===== src/rtl/alu_pkg.sv =====
// rtl/alu_pkg.sv - shared character constants and sequencer state encoding
//
// Purpose: constants used by the ALU string front-end and its FIFO.
// Ports:   none (package).

package alu_pkg;

    localparam logic [7:0] CH_STAR = 8'd42;
    localparam logic [7:0] CH_PLUS = 8'd43;
    localparam logic [7:0] CH_0    = 8'd48;
    localparam logic [7:0] CH_9    = 8'd57;
    localparam logic [7:0] CH_EQ   = 8'd61;

    localparam logic [1:0] S_CLEAR  = 2'd0;
    localparam logic [1:0] S_FEED   = 2'd1;
    localparam logic [1:0] S_SAMPLE = 2'd2;
    localparam logic [1:0] S_REPORT = 2'd3;

    typedef enum logic [1:0] {
        ST_CLEAR  = S_CLEAR,
        ST_FEED   = S_FEED,
        ST_SAMPLE = S_SAMPLE,
        ST_REPORT = S_REPORT
    } state_t;

endpackage


===== src/rtl/string_seq_ctrl_if.sv =====
// rtl/string_seq_ctrl_if.sv - character stream handshake into the sequencer
//
// Purpose: valid/ready character stream bundle.
// Signals: in_valid (sender -> ctrl), in_data[7:0] (sender -> ctrl),
//          in_ready (ctrl -> sender).
// Modports: master = character sender, slave = string_seq_ctrl.

interface string_seq_ctrl_if;
    logic       in_valid;
    logic [7:0] in_data;
    logic       in_ready;

    modport master (output in_valid, output in_data, input in_ready);
    modport slave  (input in_valid, input in_data, output in_ready);
endinterface


===== src/rtl/char_fifo.sv =====
// rtl/char_fifo.sv - small character FIFO between the stream input and the sequencer
//
// Purpose: DEPTH x 8 FIFO with show-ahead head output.
// Ports:   clk, clr (async active-high reset), push/wdata, pop/rdata (head),
//          full, empty.

module char_fifo #(
    parameter int DEPTH = 4
) (
    input  logic       clk,
    input  logic       clr,
    input  logic       push,
    input  logic [7:0] wdata,
    input  logic       pop,
    output logic [7:0] rdata,
    output logic       full,
    output logic       empty
);

    localparam int AW = $clog2(DEPTH);
    localparam logic [AW:0] PTR_ONE = 1;

    logic [7:0]  mem [DEPTH];
    // One extra pointer bit distinguishes full from empty when the indexes match.
    logic [AW:0] wptr, rptr;

    logic do_push, do_pop;

    assign do_push = push & ~full;
    assign do_pop  = pop & ~empty;

    assign empty = (wptr == rptr);
    assign full  = (wptr[AW] != rptr[AW]) && (wptr[AW-1:0] == rptr[AW-1:0]);
    assign rdata = mem[rptr[AW-1:0]];

    always_ff @(posedge clk) begin
        if (do_push) begin
            mem[wptr[AW-1:0]] <= wdata;
        end
    end

    always_ff @(posedge clk or posedge clr) begin
        if (clr) begin
            wptr <= '0;
            rptr <= '0;
        end else begin
            if (do_push) wptr <= wptr + PTR_ONE;
            if (do_pop)  rptr <= rptr + PTR_ONE;
        end
    end

endmodule


===== src/rtl/string_seq_ctrl.sv =====
// rtl/string_seq_ctrl.sv - front-end sequencer for the ASCII string recognizer
//
// Purpose: buffers incoming characters, splits them into strings at TERM,
//          clears the recognizer before each string, feeds it one character
//          per cycle and reports match/length per string.
// Ports:   clk, clr (async active-high reset)
//          in_if     : slave character stream (in_valid, in_data, in_ready)
//          rec_char, rec_en, rec_clr : drive the recognizer
//          rec_out   : recognizer result, valid the cycle after a sample
//          res_valid, res_match, res_len : per-string result
//          busy      : low only while waiting for input in FEED

module string_seq_ctrl
    import alu_pkg::*;
#(
    parameter int         DEPTH = 4,
    parameter int         LEN_W = 4,
    parameter logic [7:0] TERM  = CH_EQ
) (
    input  logic                 clk,
    input  logic                 clr,
    string_seq_ctrl_if.slave     in_if,
    output logic [7:0]           rec_char,
    output logic                 rec_en,
    output logic                 rec_clr,
    input  logic                 rec_out,
    output logic                 res_valid,
    output logic                 res_match,
    output logic [LEN_W-1:0]     res_len,
    output logic                 busy
);

    localparam logic [LEN_W-1:0] LEN_MAX = {LEN_W{1'b1}};
    localparam logic [LEN_W-1:0] LEN_ONE = 1;

    state_t           state;
    logic [LEN_W-1:0] len;
    logic [7:0]       head;
    logic             full, empty, pop;

    assign in_if.in_ready = ~full;
    assign pop            = (state == ST_FEED) & ~empty;

    // Combinational so the recognizer is also held clear while clr is high.
    assign rec_clr = clr | (state == ST_CLEAR);
    assign busy    = ~((state == ST_FEED) & empty);

    char_fifo #(.DEPTH(DEPTH)) u_fifo (
        .clk   (clk),
        .clr   (clr),
        .push  (in_if.in_valid),
        .wdata (in_if.in_data),
        .pop   (pop),
        .rdata (head),
        .full  (full),
        .empty (empty)
    );

    always_ff @(posedge clk or posedge clr) begin
        if (clr) begin
            state     <= ST_CLEAR;
            len       <= '0;
            rec_char  <= '0;
            rec_en    <= 1'b0;
            res_valid <= 1'b0;
            res_match <= 1'b0;
            res_len   <= '0;
        end else begin
            rec_en    <= 1'b0;
            res_valid <= 1'b0;
            case (state)
                ST_CLEAR: begin
                    len   <= '0;
                    state <= ST_FEED;
                end
                ST_FEED: begin
                    if (!empty) begin
                        if (head == TERM) begin
                            state <= ST_SAMPLE;
                        end else begin
                            rec_char <= head;
                            rec_en   <= 1'b1;
                            if (len != LEN_MAX) len <= len + LEN_ONE;
                        end
                    end
                end
                ST_SAMPLE: begin
                    // rec_out now reflects the last forwarded character.
                    res_match <= (len != '0) & rec_out;
                    res_len   <= len;
                    res_valid <= 1'b1;
                    state     <= ST_REPORT;
                end
                ST_REPORT: begin
                    state <= ST_CLEAR;
                end
                default: state <= ST_CLEAR;
            endcase
        end
    end

endmodule


===== src/flat_wrapper.sv =====
// flat-port wrapper written by rule: the top's interface ports become plain ports
module string_seq_ctrl_flat import alu_pkg::*;
#(
    parameter int         DEPTH = 4,
    parameter int         LEN_W = 4,
    parameter logic [7:0] TERM  = CH_EQ
)
  (clk, clr, rec_char, rec_en, rec_clr, rec_out, res_valid, res_match, res_len, busy, in_if_in_valid, in_if_in_data, in_if_in_ready);
  string_seq_ctrl_if in_if_i ();
  input  logic clk;
  input  logic clr;
  output logic [7:0] rec_char;
  output logic rec_en;
  output logic rec_clr;
  input  logic rec_out;
  output logic res_valid;
  output logic res_match;
  output logic [LEN_W-1:0] res_len;
  output logic busy;
  input wire logic [$bits(in_if_i.in_valid)-1:0] in_if_in_valid;
  input wire logic [$bits(in_if_i.in_data)-1:0] in_if_in_data;
  output wire logic [$bits(in_if_i.in_ready)-1:0] in_if_in_ready;
  assign in_if_i.in_valid = in_if_in_valid;
  assign in_if_i.in_data = in_if_in_data;
  assign in_if_in_ready = in_if_i.in_ready;
  string_seq_ctrl #(.DEPTH(DEPTH), .LEN_W(LEN_W), .TERM(TERM)) u_core (.clk(clk), .clr(clr), .in_if(in_if_i), .rec_char(rec_char), .rec_en(rec_en), .rec_clr(rec_clr), .rec_out(rec_out), .res_valid(res_valid), .res_match(res_match), .res_len(res_len), .busy(busy));
endmodule

===== config.mk =====
export PLATFORM = sky130hd
export DESIGN_NAME = string_seq_ctrl_flat
export DESIGN_NICKNAME = d
export VERILOG_FILES = /design/src/rtl/alu_pkg.sv /design/src/rtl/string_seq_ctrl_if.sv /design/src/rtl/char_fifo.sv /design/src/rtl/string_seq_ctrl.sv /design/src/flat_wrapper.sv
export SDC_FILE = /design/constraint.sdc
export NUM_CORES = 1
export LEC_CHECK = 0
export CORE_MARGIN = 2
export CORE_UTILIZATION = 50
export CTS_CLUSTER_SIZE = 28
export DETAILED_ROUTE_END_ITERATION = 10
export MAX_ROUTING_LAYER = met4
export PLACE_DENSITY = 0.72
export SYNTH_ARGS = -nofsm -noshare
export SYNTH_HDL_FRONTEND = slang
export SYNTH_SLANG_ARGS = --single-unit

===== constraint.sdc =====
create_clock -name clk -period 4.5 [get_ports clk]
set_clock_uncertainty 0.1 [all_clocks]
set_input_delay 0.675 -clock clk [delete_from_list [all_inputs] [get_ports clk]]
set_output_delay 0.675 -clock clk [all_outputs]
set_load 0.02 [all_outputs]

* After elaboration in Yosys (flattened, before gate mapping)
Memory sizes are Yosys's and may differ from the RTL's. Cells that the tools add are included.
Cells by class: add/subtract/negate cells 3, muxes and demuxes 13, equal/unequal tests 12, bitwise operators 10, reductions and logical operators 7
Operators with widths (count):
- 2-to-1 mux 4 bit | 3
- equality test 8 x 6 -> 1 bit (second input constant) | 1
- inequality test 2 bit (second input constant) | 4
- one-hot mux 2 bit (4 select lines) | 1
- one-hot mux 4 bit (2 select lines) | 1
- adder 3 x 1 -> 3 bit (second input constant) | 2
- 2-to-1 mux 1 bit | 6
- bitwise AND 1 bit | 5
- adder 4 x 1 -> 4 bit (second input constant) | 1
- equality test 2 bit (second input constant) | 2
- 2-to-1 mux 2 bit | 2
- inequality test 4 bit (second input constant) | 1
- NOT 1 bit | 4
- AND reduction 4 bit | 1
- nonzero test 4 bit | 1
- equality test 3 bit | 1
- AND reduction 3 bit | 1
- equality test 2 x 1 -> 1 bit (second input constant) | 1
- equality test 2 bit | 1
- zero test 2 bit | 1
- AND reduction 2 bit | 1
- nonzero test 2 bit | 1
- logical AND 1 bit | 1
- inequality test 1 bit | 1
- bitwise OR 1 bit | 1
Word-level totals: logic and storage cells 55, bits in registers 27, bits in writable memories 32, bits of input ports 12, memories kept 1, output and inout port bits 18
Memory list:
- u_core.u_fifo.mem | words 4, width 8, rd ports 1, clocked after memory_dff 0, wr ports 1, RTL line char_fifo.sv:23 | logic [7:0] mem [DEPTH];

* Logic depth before layout (Yosys ltp)
depth after elaboration 6, gate-level depth with buffers 6, depth with buffers taken out 6

* Hierarchy
A second synthesis with hierarchy kept.
Second synthesis, totals: cell total of the unflattened synthesis 170, area, all modules 2680.1 um^2
Modules (own cells, without submodules):
- char_fifo | area an instance 1657.8 um^2, times used 1, sequential area each 1111.1 um^2, cells an instance 91
- string_seq_ctrl | area an instance 1022.2 um^2, times used 1, sequential area each 525.5 um^2, cells an instance 79

* Least setup slack after synthesis
No wires, ideal clock.
path kind register to register, start reg u_core.u_fifo.rptr[0], end reg u_core.rec_char[0], library setup time 0.125 ns, period minus slack after synthesis 2.223 ns, setup slack 2.277 ns, arrival 1.998 ns, cell stages (with the launch flop) 7, data required time 4.275 ns, buffers on the path 2, path through dfrtp_1 -> buf_6 -> mux4_2 -> and4b_1 -> buf_6 -> a21oi_4 -> mux2_4
On the way: word-level cells in the longest chain between the ends 4, elaborated cells between the ends (all ways) 6, classes of those cells 2 x eq/ne; 2 x bitwise; 1 x reduce/logical; 1 x memory
RTL lines:
- from (decl) | RTL line char_fifo.sv:25 | logic [AW:0] wptr, rptr;
- from (signal assigned) | RTL line char_fifo.sv:48 | if (do_pop) rptr <= rptr + PTR_ONE;
- memory (4 x 8 bit)
- equality test 8 x 6 -> 1 bit | RTL line string_seq_ctrl.sv:78 | if (head == TERM) begin
- NOT 1 bit (no source line)
- AND reduction 3 bit (no source line)
- to (signal assigned) | RTL line string_seq_ctrl.sv:63 | rec_char <= '0;
- to (signal assigned) | RTL line string_seq_ctrl.sv:81 | rec_char <= head;
- to (decl) | RTL line string_seq_ctrl.sv:23 | output logic [7:0] rec_char,
Parallel ways exist; a longest one is shown, timed or not. A chain may end at the register's enable or synchronous reset.

* Worst setup path after layout
start reg u_core.u_fifo.rptr[0], end out busy
On the way: word-level cells in the longest chain between the ends 3
RTL lines:
- equality test 3 bit | RTL line char_fifo.sv:32 | assign empty = (wptr == rptr);
- bitwise AND 1 bit | RTL line string_seq_ctrl.sv:46 | assign busy = ~((state == ST_FEED) & empty);
- NOT 1 bit | RTL line string_seq_ctrl.sv:46
- to (decl) | RTL line flat_wrapper.sv:19 | output logic busy;
No other way between the ends.

==> flow_metrics.tcl <==
set metrics [dict create \
    status "finished, final reports clean" \
    crit_required_ps 3720 \
    timing.final.crit_period_ps 3030 \
    critPathBufInv 1 \
    max_stage_delay_ps 700 \
    die_w_um 75.8 \
    syn_to_final_growth_pct 21.2 \
    mostFrequentLayoutCells "edfxtp_1 (32), clkdlybuf4s50_1 (29), dfrtp_1 (27)" \
    synth_top_cell_by_area "edfxtp_1" \
    power_density_nw_per_um2 710 \
    hold_viol 0 \
    post-route-period-util_pct 67.3 \
    die-area_um2 5750 \
    reg2reg_depth 4 \
    cts_made_buffers 9 \
    firstDrtPassIters 4 \
    min_from "u_core.res_len[0]$_DFFE_PP0P_" \
    slew_headroom_pct 32.8 \
    final_common_cell "edfxtp_1" \
    cts.clk_slew.worst_paths_ps 60 \
    cts_tree "built" \
    vias_per_cell 5.03 \
    cpLargestDelayFamily "flip-flops" \
    max_freq_mhz 330 \
    setup_viol 0 \
    wirelength_mm 4.16 \
    worst_slack_ps 1470 \
    vias 1334 \
    tns_ps 0 \
    die_h_um 75.8 \
    tightestPinTransition_ps 1010 \
    syn_area_um2 2580 \
    cp.depth 4 \
    globalplace.congestion 0.710 \
    grt_max_degree 28 \
    synth.top_cells.by_area "edfxtp_1 (37%), dfrtp_1 (26%), mux4_1 (5.1%), ha_1 (4.8%), mux2_4 (4.7%)" \
    synth_top_area_share_pct 37.2 \
    first_iter_violations 43 \
    startpoint_type "register" \
    synth_fp_nets 176 \
    cp_max_fo 11 \
    netlist_instances 154 \
    worstHoldPathCells 1 \
    path_cells "xor2_1 > nor2_1 > nand3_1 > clkdlybuf4s50_1" \
    postRouteAntennaNets 0 \
    end_kind "primary output" \
    grt_overflow 0 \
    rsz0062_at_grt "false" \
    grt_pass1_wl_mm 6.52 \
    ctsResizeCount 0 \
    dp_slack_ps 1800 \
    synth-seq-cells 59 \
    irDropWorstVdd_mv 0.366 \
    num_rows 26 \
    rrSetupSlack_ps 1890 \
    whs_endpoint "u_core.res_len[0]$_DFFE_PP0P_" \
    worstReg2RegStart "u_core.u_fifo.rptr[0]$_DFFE_PP0P_" \
    routedWlPerCell_um 15.7 \
    portBuffers 29 \
    hold_buffers 0 \
    hp-class "reg -> reg" \
    insertion_delay_ps 330 \
    core_area_um2 5040 \
    hpwl_mm 2.87 \
    p_leak_nw 1.26 \
    grt_usage_pct 17.3 \
    cts.sinks 59 \
    root_buffer "clkbuf_8" \
    fill_cells 381 \
    ys.warnings.count 0 \
    antenna_cells 0 \
    grt_pass1_vias 1354 \
    grt_antenna_before_repair 0 \
    critPathKind "reg -> out" \
    ctsHtreeMaxLevel 3 \
    drv_cap 0 \
    synth_cell_type_count 32 \
    post-route-drc-count 0 \
    drive_gt1_share_pct 18.5 \
    slew_viol_final 0 \
    clockBufferDepth 2 \
    num_io_pins 30 \
    slowest_stage "dfrtp_1" \
    avgSynthCellArea_um2 16.8 \
    cts_setup_buffers 0 \
    initial_core_util_pct 51.2 \
    fin_nets 212 \
    r2r-end "u_core.rec_char[1]$_DFFE_PP0P_" \
    ys_seq_area_share_pct 63.4 \
    worstPathArrival_ps 2250 \
]
flip-flops by register name, indices dropped and copies added (netlist names):
name	flops
u_core.u_fifo.mem	32
u_core.rec_char	8
u_core.len	4
u_core.res_len	4
u_core.u_fifo.rptr	3
u_core.u_fifo.wptr	3
u_core.state	2
u_core.rec_en	1
u_core.res_match	1
u_core.res_valid	1
metal layers:
layer,wire length (µm),vias to the layer above,track usage (%)
li1,-,639,-
met2,2220,27,27.6
met4,56,0,8.77
met1,1730,663,19.2
met5,0,-,-
met3,151,5,5.95
synthesized netlist by cell type:
cell        n
edfxtp_1   32
dfrtp_1    27
ha_1       10
inv_1      10
nand2_1     9
mux2_4      8
mux2_2      6
xor2_1      6
mux4_1      5
and2_1      4
mux2i_1     4
mux4_2      3
nand3_1     3
nor2_1      3
xnor2_1     3
a211oi_1    2
and3_1      2
buf_6       2
o21ai_0     2
a211oi_2    1
a21oi_4     1
a31oi_1     1
and4b_1     1
and4bb_4    1
buf_4       1
clkbuf_1    1
nor2b_1     1
o2bb2ai_1   1
o31a_1      1
o31ai_4     1
or2_2       1
or3_1       1
worst register-to-register path, cell delays in order (launching register included):
cell and delay [ps]:
dfrtp_1 700, mux4_2 590, and4b_1 320, a21oi_4 430
mux2_4 350
power by group:
group	internal, W	total [W]	switching (W)
Combinational	0.000448	0.000874	0.000426
Clock	0.000278	0.000471	0.000193
Sequential	0.000750	0.000876	0.000125
layout make-up:
cell class                      count  area [µm²]  area share [%]
Sequential cell                    59        1640            52.3
Multi-Input combinational cell     81         872            27.9
Tap cell                           70        87.6            2.80
Clock buffer                       15         198            6.32
Clock inverter                      1        5.00           0.160
Inverter                           10        37.5            1.20
Timing Repair Buffer               29         290            9.28
cells by family (layout without fill, tap and decap cells):
family | after synthesis | count (layout) | share of synthesized area, %
buffers and inverters | 14 | 55 | 2.76
AND/OR/NAND/NOR | 26 | 26 | 5.53
XOR/XNOR | 9 | 9 | 3.06
adder cells (fa/ha/maj) | 10 | 10 | 4.85
AO/OA/AOI/OAI | 10 | 10 | 3.83
multiplexers | 26 | 26 | 16.5
flip-flops | 59 | 59 | 63.4
worst max-delay path by stage:
stage / startpoint / endpoint / slack, ps
after global routing: u_core.u_fifo.rptr[0]$_DFFE_PP0P_ / busy / 1320
after CTS: u_core.u_fifo.rptr[0]$_DFFE_PP0P_ / busy / 1420
after detailed placement: u_core.u_fifo.rptr[0]$_DFFE_PP0P_ / busy / 1800
final: u_core.u_fifo.rptr[0]$_DFFE_PP0P_ / busy / 1470
after floorplan: u_core.u_fifo.rptr[0]$_DFFE_PP0P_ / u_core.rec_char[0]$_DFFE_PP0P_ / 2280
after global placement: u_core.u_fifo.rptr[0]$_DFFE_PP0P_ / busy / 1830
per-stage QoR:
step | utilization [%] | hold WS (ps) | std cells | total power [W] | instance area [µm²]
2_1_floorplan | - | 398 | 154 | 0.00151 | 2580
5_1_grt | 62.0 | 429 | 265 | 0.00236 | 3130
3_5_place_dp | 58.0 | 395 | 249 | 0.00178 | 2920
3_3_place_gp | 58.0 | 390 | 249 | 0.00174 | 2920
6_report | 62.0 | 410 | 265 | 0.00222 | 3130
4_1_cts | 62.0 | 410 | 265 | 0.00226 | 3130
Note: power is estimated with default switching activity, not from simulation.
